[src/rtl/instr_sequencer.sv]
// rtl/instr_sequencer.sv - Q-phase instruction sequencer: opcode decode, EXEC/FLUSH control, stack-depth tracking
module instr_sequencer #(
  parameter int Q_CYCLES    = 4,
  parameter int STACK_DEPTH = 8
) (
  input  logic        clk,
  input  logic        rst,
  input  logic [13:0] instr_current,
  input  logic        status_z,
  input  logic        bit_test_res,
  output logic        alu_sel_l,
  output logic [3:0]  alu_op,
  output logic        alu_status_wr_en,
  output logic        w_wr_en,
  output logic        f_wr_en,
  output logic        instr_rd_en,
  output logic        instr_flush,
  output logic        pc_incr_en,
  output logic        pc_j_en,
  output logic        pc_src_stack,
  output logic        stack_push,
  output logic        stack_pop,
  output logic [2:0]  q_phase,
  output logic        in_flush,
  output logic        stack_ovf,
  output logic        stack_unf,
  output logic        illegal_instr
);
  localparam logic [2:0] EXEC_Q    = 3'(Q_CYCLES - 2);
  localparam logic [2:0] LAST_Q    = 3'(Q_CYCLES - 1);
  localparam logic [4:0] DEPTH_MAX = 5'(STACK_DEPTH);

  localparam logic [3:0] ALU_ADD    = 4'd0;
  localparam logic [3:0] ALU_SUB    = 4'd1;
  localparam logic [3:0] ALU_AND    = 4'd2;
  localparam logic [3:0] ALU_IOR    = 4'd3;
  localparam logic [3:0] ALU_XOR    = 4'd4;
  localparam logic [3:0] ALU_COM    = 4'd5;
  localparam logic [3:0] ALU_INC    = 4'd6;
  localparam logic [3:0] ALU_DEC    = 4'd7;
  localparam logic [3:0] ALU_RLF    = 4'd8;
  localparam logic [3:0] ALU_RRF    = 4'd9;
  localparam logic [3:0] ALU_SWAP   = 4'd10;
  localparam logic [3:0] ALU_PASSLF = 4'd11;
  localparam logic [3:0] ALU_PASSW  = 4'd12;
  localparam logic [3:0] ALU_CLR    = 4'd13;
  localparam logic [3:0] ALU_BCF    = 4'd14;
  localparam logic [3:0] ALU_BSF    = 4'd15;

  typedef enum logic {S_EXEC, S_FLUSH} state_t;
  typedef enum logic [3:0] {
    K_NOP, K_ALU, K_SKIPZ, K_SKIPB, K_GOTO, K_CALL, K_RET, K_RETLW, K_ILL
  } kind_t;

  state_t     r_state;
  state_t     w_next_state;
  logic [2:0] r_q;
  logic [4:0] r_depth;
  logic       r_ovf;
  logic       r_unf;

  kind_t      w_kind;
  logic [3:0] w_op;
  logic       w_sel_l;
  logic       w_status;
  logic       w_wr_w;
  logic       w_wr_f;
  logic       w_skip;

  always_comb begin
    w_kind   = K_ILL;
    w_op     = ALU_ADD;
    w_sel_l  = 1'b0;
    w_status = 1'b0;
    w_wr_w   = 1'b0;
    w_wr_f   = 1'b0;
    case (instr_current[13:12])
      2'b00: begin
        if (instr_current[11:8] == 4'b0000) begin
          if (instr_current[7]) begin
            w_kind = K_ALU;
            w_op   = ALU_PASSW;
            w_wr_f = 1'b1;
          end else if (instr_current[6:0] == 7'h08) begin
            w_kind = K_RET;
          end else if (instr_current[4:0] == 5'h00) begin
            w_kind = K_NOP;
          end
        end else begin
          // Byte-oriented: d bit picks the destination; skip and swap forms leave STATUS alone.
          w_kind   = K_ALU;
          w_status = 1'b1;
          w_wr_f   = instr_current[7];
          w_wr_w   = ~instr_current[7];
          case (instr_current[11:8])
            4'b0001: w_op = ALU_CLR;
            4'b0010: w_op = ALU_SUB;
            4'b0011: w_op = ALU_DEC;
            4'b0100: w_op = ALU_IOR;
            4'b0101: w_op = ALU_AND;
            4'b0110: w_op = ALU_XOR;
            4'b0111: w_op = ALU_ADD;
            4'b1000: w_op = ALU_PASSLF;
            4'b1001: w_op = ALU_COM;
            4'b1010: w_op = ALU_INC;
            4'b1011: begin w_op = ALU_DEC; w_kind = K_SKIPZ; w_status = 1'b0; end
            4'b1100: w_op = ALU_RRF;
            4'b1101: w_op = ALU_RLF;
            4'b1110: begin w_op = ALU_SWAP; w_status = 1'b0; end
            4'b1111: begin w_op = ALU_INC; w_kind = K_SKIPZ; w_status = 1'b0; end
            default: ;
          endcase
        end
      end
      2'b01: begin
        case (instr_current[11:10])
          2'b00:   begin w_kind = K_ALU; w_op = ALU_BCF; w_wr_f = 1'b1; end
          2'b01:   begin w_kind = K_ALU; w_op = ALU_BSF; w_wr_f = 1'b1; end
          default: w_kind = K_SKIPB;
        endcase
      end
      2'b10: w_kind = instr_current[11] ? K_GOTO : K_CALL;
      default: begin
        casez (instr_current[11:8])
          4'b00??: begin w_kind = K_ALU;   w_op = ALU_PASSLF; w_sel_l = 1'b1; w_wr_w = 1'b1; end
          4'b01??: begin w_kind = K_RETLW; w_op = ALU_PASSLF; w_sel_l = 1'b1; w_wr_w = 1'b1; end
          4'b1000: begin w_kind = K_ALU; w_op = ALU_IOR; w_sel_l = 1'b1; w_wr_w = 1'b1; w_status = 1'b1; end
          4'b1001: begin w_kind = K_ALU; w_op = ALU_AND; w_sel_l = 1'b1; w_wr_w = 1'b1; w_status = 1'b1; end
          4'b1010: begin w_kind = K_ALU; w_op = ALU_XOR; w_sel_l = 1'b1; w_wr_w = 1'b1; w_status = 1'b1; end
          4'b110?: begin w_kind = K_ALU; w_op = ALU_SUB; w_sel_l = 1'b1; w_wr_w = 1'b1; w_status = 1'b1; end
          4'b111?: begin w_kind = K_ALU; w_op = ALU_ADD; w_sel_l = 1'b1; w_wr_w = 1'b1; w_status = 1'b1; end
          default: w_kind = K_ILL;
        endcase
      end
    endcase
  end

  assign w_skip = (w_kind == K_SKIPZ) ? status_z : bit_test_res;

  // Every strobe is gated by rst so an aborted instruction or flush never fires anything.
  always_comb begin
    alu_sel_l        = 1'b0;
    alu_op           = ALU_ADD;
    alu_status_wr_en = 1'b0;
    w_wr_en          = 1'b0;
    f_wr_en          = 1'b0;
    instr_rd_en      = 1'b0;
    instr_flush      = 1'b0;
    pc_incr_en       = 1'b0;
    pc_j_en          = 1'b0;
    pc_src_stack     = 1'b0;
    stack_push       = 1'b0;
    stack_pop        = 1'b0;
    illegal_instr    = 1'b0;
    w_next_state     = r_state;
    if (!rst) begin
      if (r_state == S_FLUSH) begin
        if (r_q == LAST_Q) begin
          instr_rd_en  = 1'b1;
          pc_incr_en   = 1'b1;
          w_next_state = S_EXEC;
        end
      end else if (r_q == EXEC_Q) begin
        alu_sel_l        = w_sel_l;
        alu_op           = w_op;
        alu_status_wr_en = w_status;
        w_wr_en          = w_wr_w;
        f_wr_en          = w_wr_f;
      end else if (r_q == LAST_Q) begin
        case (w_kind)
          K_SKIPZ, K_SKIPB: begin
            pc_incr_en = 1'b1;
            if (w_skip) begin
              instr_flush  = 1'b1;
              w_next_state = S_FLUSH;
            end else begin
              instr_rd_en = 1'b1;
            end
          end
          K_GOTO, K_CALL: begin
            pc_j_en      = 1'b1;
            instr_flush  = 1'b1;
            stack_push   = (w_kind == K_CALL);
            w_next_state = S_FLUSH;
          end
          K_RET, K_RETLW: begin
            pc_j_en      = 1'b1;
            pc_src_stack = 1'b1;
            stack_pop    = 1'b1;
            instr_flush  = 1'b1;
            w_next_state = S_FLUSH;
          end
          default: begin
            instr_rd_en   = 1'b1;
            pc_incr_en    = 1'b1;
            illegal_instr = (w_kind == K_ILL);
          end
        endcase
      end
    end
  end

  assign q_phase   = rst ? 3'd0 : r_q;
  assign in_flush  = ~rst & (r_state == S_FLUSH);
  assign stack_ovf = ~rst & r_ovf;
  assign stack_unf = ~rst & r_unf;

  always_ff @(posedge clk) begin
    if (rst) begin
      r_q     <= 3'd0;
      r_state <= S_EXEC;
      r_depth <= 5'd0;
      r_ovf   <= 1'b0;
      r_unf   <= 1'b0;
    end else begin
      r_q     <= (r_q == LAST_Q) ? 3'd0 : r_q + 3'd1;
      r_state <= w_next_state;
      if (stack_push) begin
        if (r_depth == DEPTH_MAX) r_ovf <= 1'b1;
        else r_depth <= r_depth + 5'd1;
      end else if (stack_pop) begin
        if (r_depth == 5'd0) r_unf <= 1'b1;
        else r_depth <= r_depth - 5'd1;
      end
    end
  end
endmodule
[config.mk]
export PLATFORM = sky130hd
export DESIGN_NAME = instr_sequencer
export DESIGN_NICKNAME = d
export VERILOG_FILES = /design/src/rtl/instr_sequencer.sv
export SDC_FILE = /design/constraint.sdc
export NUM_CORES = 1
export LEC_CHECK = 0
export BUFFER_PORTS_ARGS = -buffer_cell sky130_fd_sc_hd__buf_2
export CORE_UTILIZATION = 31
export CTS_BUF_LIST = sky130_fd_sc_hd__clkbuf_2
export DETAILED_ROUTE_END_ITERATION = 10
export HOLD_SLACK_MARGIN = 0.02
export SLEW_MARGIN = 20
export SYNTH_ARGS = -nofsm -noshare
export SYNTH_HDL_FRONTEND = slang
export SYNTH_SLANG_ARGS = --single-unit
[constraint.sdc]
create_clock -name clk -period 4.94 [get_ports clk]
set_input_delay 0 -clock clk [delete_from_list [all_inputs] [get_ports clk]]
set_output_delay 0 -clock clk [all_outputs]
set_load 0.05 [all_outputs]
# Yosys cells after proc, flatten, opt, wreduce, memory -nomap -nowiden
# Index checks and enable logic that the tools add are counted.
dict set report classes {
  bitwise 6
  mux 88
  addsub 3
  reduce_logical 25
  eq_ne 32
}
# cell count
set op_table {}
lappend op_table {{$mux W1} 61}
lappend op_table {{$pmux W4 S12} 1}
lappend op_table {{$eq A4 B4 Y1 const B} 9}
lappend op_table {{$mux W4} 9}
lappend op_table {{$eq A4 B3 Y1 const B} 7}
lappend op_table {{$pmux W4 S3} 2}
lappend op_table {{$mux W5} 4}
lappend op_table {{$pmux W4 S5} 1}
lappend op_table {{$reduce_or A2 Y1} 9}
lappend op_table {{$eq A4 B2 Y1 const B} 4}
lappend op_table {{$pmux W4 S2} 2}
lappend op_table {{$reduce_or A6 Y1} 2}
lappend op_table {{$logic_not A5 Y1} 2}
lappend op_table {{$pmux W1 S2} 5}
lappend op_table {{$eq A7 B4 Y1 const B} 1}
lappend op_table {{$reduce_or A7 Y1} 1}
lappend op_table {{$eq A3 B2 Y1 const B} 2}
lappend op_table {{$eq A3 B3 Y1 const B} 2}
lappend op_table {{$reduce_and A3 Y1} 2}
lappend op_table {{$reduce_or A3 Y1} 2}
lappend op_table {{$add A5 B1 Y5 const B} 1}
lappend op_table {{$eq A5 B4 Y1 const B} 1}
lappend op_table {{$reduce_or A5 Y1} 1}
lappend op_table {{$sub A5 B1 Y5 const B} 1}
lappend op_table {{14 further kinds} 22}
dict set report word_totals {
  regBits 11
  inputBits 18
  wordCells 159
  output_inout_bits 22
}

# Depth between registers and ports, before layout
# Gate-level depths: netlist of run 1.
dict set report depth {
  word_depth 15
  ltp_mapped 13
  mapped_depth_nobuf 13
}

# Worst setup path after synthesis of run 1
# OpenSTA, ideal clock, no wires.
dict set report synth_path {
  kind {register to register}
  startpoint {register r_q[0]}
  endpoint {register r_depth[4]}
  stages_incl_launch_ff 13
  arrival_time_ps 3482
  setup_slack_ps 1338
  setup_time_ps 121
  n_path_buf 0
  synth_period_minus_slack_ps 3602
  t_required_ps 4819
  path_cell_list {dfxtp_1 ha_1 ha_1 nand2b_1 or3_1 a21oi_4 nand3_1 fa_1 a21o_1 a21o_1 or3b_1 a21boi_1 mux2_2}
}
dict set report synth_via {
  elab_chain_cells 7
  word_cells_on_any_way 15
  classes_between {eq/ne: 4; mux: 9; reduce/logical: 2}
}
# item line
set synth_rtl {}
lappend synth_rtl {{from (decl)} 57} ;# logic [2:0] r_q;
lappend synth_rtl {{from (signal assigned)} 216} ;# r_q <= (r_q == LAST_Q) ? 3'd0 : r_q + 3'd1;
lappend synth_rtl {{$eq A3 B2 Y1} 169} ;# end else if (r_q == LAST_Q) begin
lappend synth_rtl {{$mux W1} 169}
lappend synth_rtl {{$mux W1} 163} ;# end else if (r_q == EXEC_Q) begin
lappend synth_rtl {{$mux W1} 157} ;# if (r_state == S_FLUSH) begin
lappend synth_rtl {{$mux W1} 156} ;# if (!rst) begin
lappend synth_rtl {{$ne A2 B2 Y1 (no source line) or $reduce_bool A2 Y1 (tied branches)} -}
lappend synth_rtl {{$reduce_and A3 Y1 (no source line)} -}
lappend synth_rtl {{to (signal assigned)} 220} ;# else r_depth <= r_depth + 5'd1;
lappend synth_rtl {{to (signal assigned)} 223} ;# else r_depth <= r_depth - 5'd1;
lappend synth_rtl {{to (decl)} 58} ;# logic [4:0] r_depth;
# Parallel ways exist; a longest one is shown, timed or not.
# A chain may end at the register's enable or synchronous reset.

# Final worst setup path of run 1
# Ends and elaborated chain as after synthesis.

==> results of run 1 <==
-- kinds of logic (layout without fill, tap and decap cells) --
logic type      count (synthesis)  after routing  synth area share (%)
simple gates                   85             85                  37.1
compound gates                 43             43                  24.8
buf+inv                        18             52                  6.27
flops                          11             11                  17.8
fa+ha+maj                       7              7                  7.68
mux                             5              5                  4.25
xor+xnor                        3              3                  2.12
-- state kept, by name (all words and copies together), names as in the netlist --
name,count
r_state,1
r_ovf,1
r_q,3
r_unf,1
r_depth,5
-- cell usage in the layout (no fill, tap or decap), drive strengths merged, types with 2 or more instances in the layout --
cell type,netlist,final
buf,3,40
dfxtp,11,11
nand3,3,3
nor3b,2,2
or3b,3,3
mux2,2,2
o31ai,3,3
a21oi,11,11
xnor2,2,2
a21o,5,5
nand2b,2,2
a22oi,2,2
nor4,4,4
nand2,16,16
and3,3,3
nor3,7,7
mux2i,3,3
clkbuf,7,4
nor2b,9,9
and2,3,3
or3,3,3
ha,6,6
o21ai,8,8
o22ai,2,2
inv,8,8
nor2,27,27
-- critical path, delay by kind of cell (launching register included) --
| kind | cells | cell delay [ns] |
|---|---|---|
| adder cells (fa/ha/maj) | 3 | 0.91 |
| AND/OR/NAND/NOR | 4 | 1.11 |
| AO/OA/AOI/OAI | 4 | 0.72 |
| multiplexers | 1 | 0.34 |
| flip-flops | 1 | 0.37 |
-- worst min-delay path by stage --
stage                 end  cells past startpoint
4_1_cts        r_depth[1]                      2
2_1_floorplan     pc_j_en                      3
6_report       r_depth[1]                      2
3_3_place_gp   r_depth[1]                      2
3_5_place_dp   r_depth[1]                      2
5_1_grt        r_depth[0]                      2
-- layer usage --
metal | vias to the layer above | part of all wire [%]
met5 | - | 0
met4 | 0 | 0
met3 | 0 | 4.7
met2 | 25 | 47
met1 | 594 | 48
li1 | 684 | -
-- where the power goes --
group	leakage [nW]	switching [mW]	total [mW]	internal (mW)
Clock	0.0166	0.0338	0.0553	0.0215
Sequential	0.0895	0.00588	0.100	0.0945
Combinational	0.630	0.0719	0.113	0.0416
Total	0.736	0.112	0.269	0.158
-- final cells by class --
cell class / instances / area, um2 / share of cell area, %
sequential: 11 / 220 / 15.0
clock buffer: 4 / 20.0 / 1.36
tap: 48 / 60.1 / 4.08
multi-input combinational: 143 / 940 / 63.8
timing repair buffer: 40 / 203 / 13.8
inverter: 8 / 30.0 / 2.04
==> impl_metrics.env, run 1 <==
export IMPL_met2_usage_pct=25.5
export IMPL_max_vdd_ir_drop_uv=152
export IMPL_min_from="rst"
export IMPL_placed_cells=250
export IMPL_synth_top_cells_by_count="nor2_1, nand2_1, dfxtp_1"
export IMPL_synth_edf_count=0
export IMPL_ys_top_cells_by_area="dfxtp_1, nor2_1, ha_1"
export IMPL_synth_top_flop_cell="dfxtp_1"
export IMPL_use_met3_pct=3.47
export IMPL_cts_max_level=1
export IMPL_cts_clk_slew_worst_paths_ns=0.12
export IMPL_antenna_cells=0
export IMPL_placed_cell_area_um2=1450
export IMPL_critPathCaptureType="flop"
export IMPL_holdWs_ns=0.111
export IMPL_synth_nets=197
export IMPL_wl_per_cell_um=11.8
export IMPL_fin_crit_sh_pct=71.6
export IMPL_reg2regPathDepth=12
export IMPL_hold_viol=0
export IMPL_ys_seq_area_share_pct=17.8
export IMPL_netlist_area_leader_share_pct=17.8
export IMPL_setup_tns_ns=0
export IMPL_die_w_um=65.2
export IMPL_cp_cell_sequence="ha_1 -> ha_1 -> nand2b_1 -> or3_1 -> a21oi_4 -> nand3_1 -> fa_1 -> a21o_1 -> a21o_1 -> or3b_1 -> a21boi_1 -> mux2_2"
export IMPL_vias_per_cell=5.13
export IMPL_final_area_um2=1470
export IMPL_gr_total_overflow=0
export IMPL_worstSkewPairLatency_ns=0.27
export IMPL_dr_total_vias=1303
export IMPL_ios=40
export IMPL_gr_max_usage_layer="met2"
export IMPL_drtIter0Drc=102
export IMPL_post_cts_repair_setup_buffers=0
export IMPL_rows=22
export IMPL_powerDensity_nw_per_um2=183
export IMPL_hpwl_um=2260
export IMPL_r2r_start="r_q[0]"
export IMPL_nets=232
export IMPL_grt_max_degree=21
export IMPL_layout_drive_gt1_share_pct=25.7
export IMPL_fmaxAchievable_mhz=283
export IMPL_die_height_um=65.2
export IMPL_clock_path_buffers=2
export IMPL_use_met1_pct=19.9
export IMPL_ant_nets=0
export IMPL_fillers=416
export IMPL_cts_root_buf="clkbuf_2"
export IMPL_min_path_type="in2reg"
export IMPL_skew_ns=0.00655
export IMPL_slowest_delay_ns=0.54
export IMPL_antenna_found_initial=0
export IMPL_cp_startpoint="r_q[0]"
export IMPL_cp_slowest_cell="fa_1"
export IMPL_crit_end="r_depth[4]"
export IMPL_worst_pin_slew_ns=0.752
export IMPL_cp_data_arrival_time_ns=3.72
export IMPL_p_total_uw=269
export IMPL_cp_start_kind="flop"
export IMPL_relSlewSlack_pct=49.4
export IMPL_io_buffers=39
export IMPL_fin_cells=254
export IMPL_synth_top_cell_by_area="dfxtp_1"
export IMPL_drv_slew=0
export IMPL_drt_wl_total_um=2990
export IMPL_grt_total_usage_pct=15.1
export IMPL_synth_most_common_cell="nor2_1"
export IMPL_cp_required_ns=5.12
export IMPL_pre_cts_slack_ns=1.41
export IMPL_rsz0062_at_grt="false"
export IMPL_synth_area_um2=1240
export IMPL_hold_buffers=0
export IMPL_period_needed_ns=3.54
export IMPL_async_flop_share_pct=0
export IMPL_gp_congestion=0.853
export IMPL_grt_pass1_wl_um=5220
export IMPL_dr_pass1_iters=4
export IMPL_setup_viol=0
export IMPL_ys_warnings_count=0
export IMPL_synth_seq_cells=11
export IMPL_drc=0
export IMPL_r2r_end="r_depth[4]"
export IMPL_ys_types=48
export IMPL_numClockSinks=11
export IMPL_path_max_fanout=7
export IMPL_start_util_pct=33.1
export IMPL_first_global_vias=1186
export IMPL_area_growth_pct=19.0
export IMPL_fin_ws_ns=1.40
export IMPL_r2r_slack_ns=1.40
export IMPL_path_class="reg2reg"
export IMPL_netlist_instances=172
export IMPL_status="completed"
export IMPL_cap_violations=0
export IMPL_cts_tree="yes"
export IMPL_syn_mean_instance_area_um2=7.19
export IMPL_cts_inserted_buffers=3
export IMPL_cts_resized_gates=0
export IMPL_die_area_um2=4250
export IMPL_coreArea_um2=3740
export IMPL_p_leak_nw=0.736
export IMPL_fin_util_pct=39.3
No activity file was read; power rests on OpenSTA's default activity.
==> run 2: changes to the inputs <==
ABC_AREA = 1   (was unset)
clock period = 3 ns   (was 4.94 ns; I/O delays follow)
==> run 2 against run 1 <==
First-iteration DRC count shrank 24%. Core utilization shrank 0.46 points. Worst setup slack lost 0.73 ns. Final area grew 6.4%. Total power grew 42%. Synthesized area grew 5.6%. Via count grew 8.5%. Sequential share of layout area shrank 0.90 points. Die area grew 5.4%. Register-to-register slack lost 0.73 ns. Fmax grew 52%. Synthesized cell count grew 24%. Critical path type unchanged. Critical endpoint unchanged.
==> impl_metrics.env, run 2 <==
export IMPL_status="completed"
export IMPL_drc=0
export IMPL_async_flop_share_pct=0
export IMPL_final_area_um2=1570
export IMPL_hold_viol=0
export IMPL_clock_path_buffers=2
export IMPL_setup_tns_ns=0
export IMPL_max_vdd_ir_drop_uv=219
export IMPL_nets=280
export IMPL_synth_top_flop_cell="dfxtp_1"
export IMPL_antenna_found_initial=0
export IMPL_p_total_uw=381
export IMPL_rows=23
export IMPL_cts_inserted_buffers=3
export IMPL_synth_edf_count=0
export IMPL_ios=40
export IMPL_grt_pass1_wl_um=5230
export IMPL_fin_crit_sh_pct=77.5
export IMPL_setup_viol=0
export IMPL_fin_ws_ns=0.674
export IMPL_wl_per_cell_um=10.3
export IMPL_post_cts_repair_setup_buffers=0
export IMPL_worst_pin_slew_ns=0.285
export IMPL_cts_max_level=1
export IMPL_placed_cells=299
export IMPL_layout_drive_gt1_share_pct=26.8
export IMPL_antenna_cells=0
export IMPL_gp_congestion=0.839
export IMPL_ys_types=40
export IMPL_ys_top_cells_by_area="dfxtp_1, nand2_1, inv_1"
export IMPL_coreArea_um2=4030
export IMPL_regMostFlops="r_depth"
export IMPL_top_regs="r_depth x5, r_q x3"
export IMPL_fmaxAchievable_mhz=430
export IMPL_final_common_cell="nand2_1"
export IMPL_gr_total_overflow=0
export IMPL_numClockSinks=11
export IMPL_fin_cells=304
export IMPL_ys_warnings_count=0
export IMPL_fin_util_pct=38.9
export IMPL_start_util_pct=32.4
export IMPL_hold_buffers=1
export IMPL_holdWs_ns=0.185
export IMPL_placed_cell_area_um2=1540
export IMPL_period_needed_ns=2.33
export IMPL_cp_data_arrival_time_ns=2.53
export IMPL_slowest_delay_ns=0.38
export IMPL_largest_reg_flops=5
export IMPL_dr_total_vias=1414
export IMPL_cts_tree="yes"
export IMPL_io_buffers=39
export IMPL_synth_most_common_cell="nand2_1"
export IMPL_die_height_um=66.9
export IMPL_synth_top_cells_by_count="nand2_1, inv_1, nor2_1"
export IMPL_synth_nets=239
export IMPL_dr_pass1_iters=4
export IMPL_synth_seq_cells=11
export IMPL_cp_required_ns=3.21
export IMPL_cpMostUsedCell="ha_1"
export IMPL_p_leak_nw=0.866
export IMPL_synth_top_cell_by_area="dfxtp_1"
export IMPL_cts_clk_slew_worst_paths_ns=0.12
export IMPL_cap_violations=0
export IMPL_die_w_um=66.9
export IMPL_drt_wl_total_um=3120
export IMPL_cts_resized_gates=0
export IMPL_syn_mean_instance_area_um2=6.10
export IMPL_skew_ns=0.00949
export IMPL_relSlewSlack_pct=80.9
export IMPL_ant_nets=0
export IMPL_synth_area_um2=1310
export IMPL_first_global_vias=1261
export IMPL_die_area_um2=4480
export IMPL_pre_cts_slack_ns=0.694
export IMPL_critPathCaptureType="flop"
export IMPL_worstSkewPairLatency_ns=0.26
export IMPL_vias_per_cell=4.65
export IMPL_area_growth_pct=19.9
export IMPL_netlist_instances=214
export IMPL_grt_total_usage_pct=14.9
export IMPL_final_cell_mix="nand2_1, buf_2, inv_1"
export IMPL_cp_slowest_cell="dfxtp_1"
export IMPL_netlist_area_leader_share_pct=16.9
export IMPL_path_max_fanout=8
export IMPL_cp_cell_sequence="ha_1 -> ha_1 -> inv_1 -> nor2_2 -> nand4_4 -> ha_1 -> inv_1 -> o21bai_1 -> a31oi_1 -> nand3_1 -> nand2_1 -> nand3_2 -> a21oi_2"
export IMPL_hpwl_um=2600
export IMPL_drtIter0Drc=78
export IMPL_cts_root_buf="clkbuf_2"
export IMPL_cp_start_kind="flop"
export IMPL_min_path_type="in2reg"
export IMPL_grt_max_degree=12
export IMPL_path_class="reg2reg"
export IMPL_rsz0062_at_grt="false"
export IMPL_drv_slew=0
export IMPL_powerDensity_nw_per_um2=243
export IMPL_fillers=470
export IMPL_ys_seq_area_share_pct=16.9
## run 2: cell types whose count changed after synthesis, moves of 7 or more
cell / delta
inv_1: +26
nand3_1: +14
nand2_1: +32
nor2b_1: -9
a21oi_1: +7
## run 2: path summary, 6_finish.rpt
| check | to | depth (start not counted) | slack, ns | from |
|---|---|---|---|---|
| hold / removal | r_state | 5 | 0.19 | status_z |
| hold reg to reg | r_q[0] | 1 | 0.46 | r_q[0] |
| setup reg to reg | r_depth[4] | 13 | 0.67 | r_q[1] |
| setup / recovery | r_depth[4] | 13 | 0.67 | r_q[1] |
## run 2: logic make-up after synthesis
group,count (synthesis),synth area share [%]
xor gates and xnor gates,2,1.34
adders and majority gates,7,7.28
DFF,11,16.9
and+or+nand+nor,112,41.3
buffers and inverters,44,14.0
AOI/OAI and AO/OA,38,19.3
## run 2: where the power goes
| group | switching (mW) | internal [mW] | total (mW) |
|---|---|---|---|
| Combinational | 0.0985 | 0.0417 | 0.140 |
| Clock | 0.0505 | 0.0354 | 0.0859 |
| Sequential | 0.00362 | 0.151 | 0.155 |
| Total | 0.153 | 0.228 | 0.381 |
## run 2: final cells by class
type / instances / area, um2 / share of cell area, %
Clock buffer: 4 / 20.0 / 1.28
Inverter: 40 / 155 / 9.90
Multi-Input combinational cell: 159 / 903 / 57.7
Sequential cell: 11 / 220 / 14.1
Tap cell: 50 / 62.6 / 3.99
Timing Repair Buffer: 40 / 205 / 13.1
## run 2: worst max-delay path: cells and delay by family (launching register included)
family                     cells  cell delay (ns)
adders and majority gates      3             0.76
and+or+nand+nor                5             0.60
DFF                            1             0.38
AOI/OAI and AO/OA              3             0.36
buffers and inverters          2             0.17
## run 2: layer usage
metal | share of wire [%] | global-route usage [%] | up-vias
li1 | - | - | 771
met1 | 48 | 19.4 | 609
met2 | 46 | 25.1 | 30
met3 | 4.5 | 1.20 | 4
met4 | 1.2 | 5.32 | 0
met5 | 0 | 0 | -
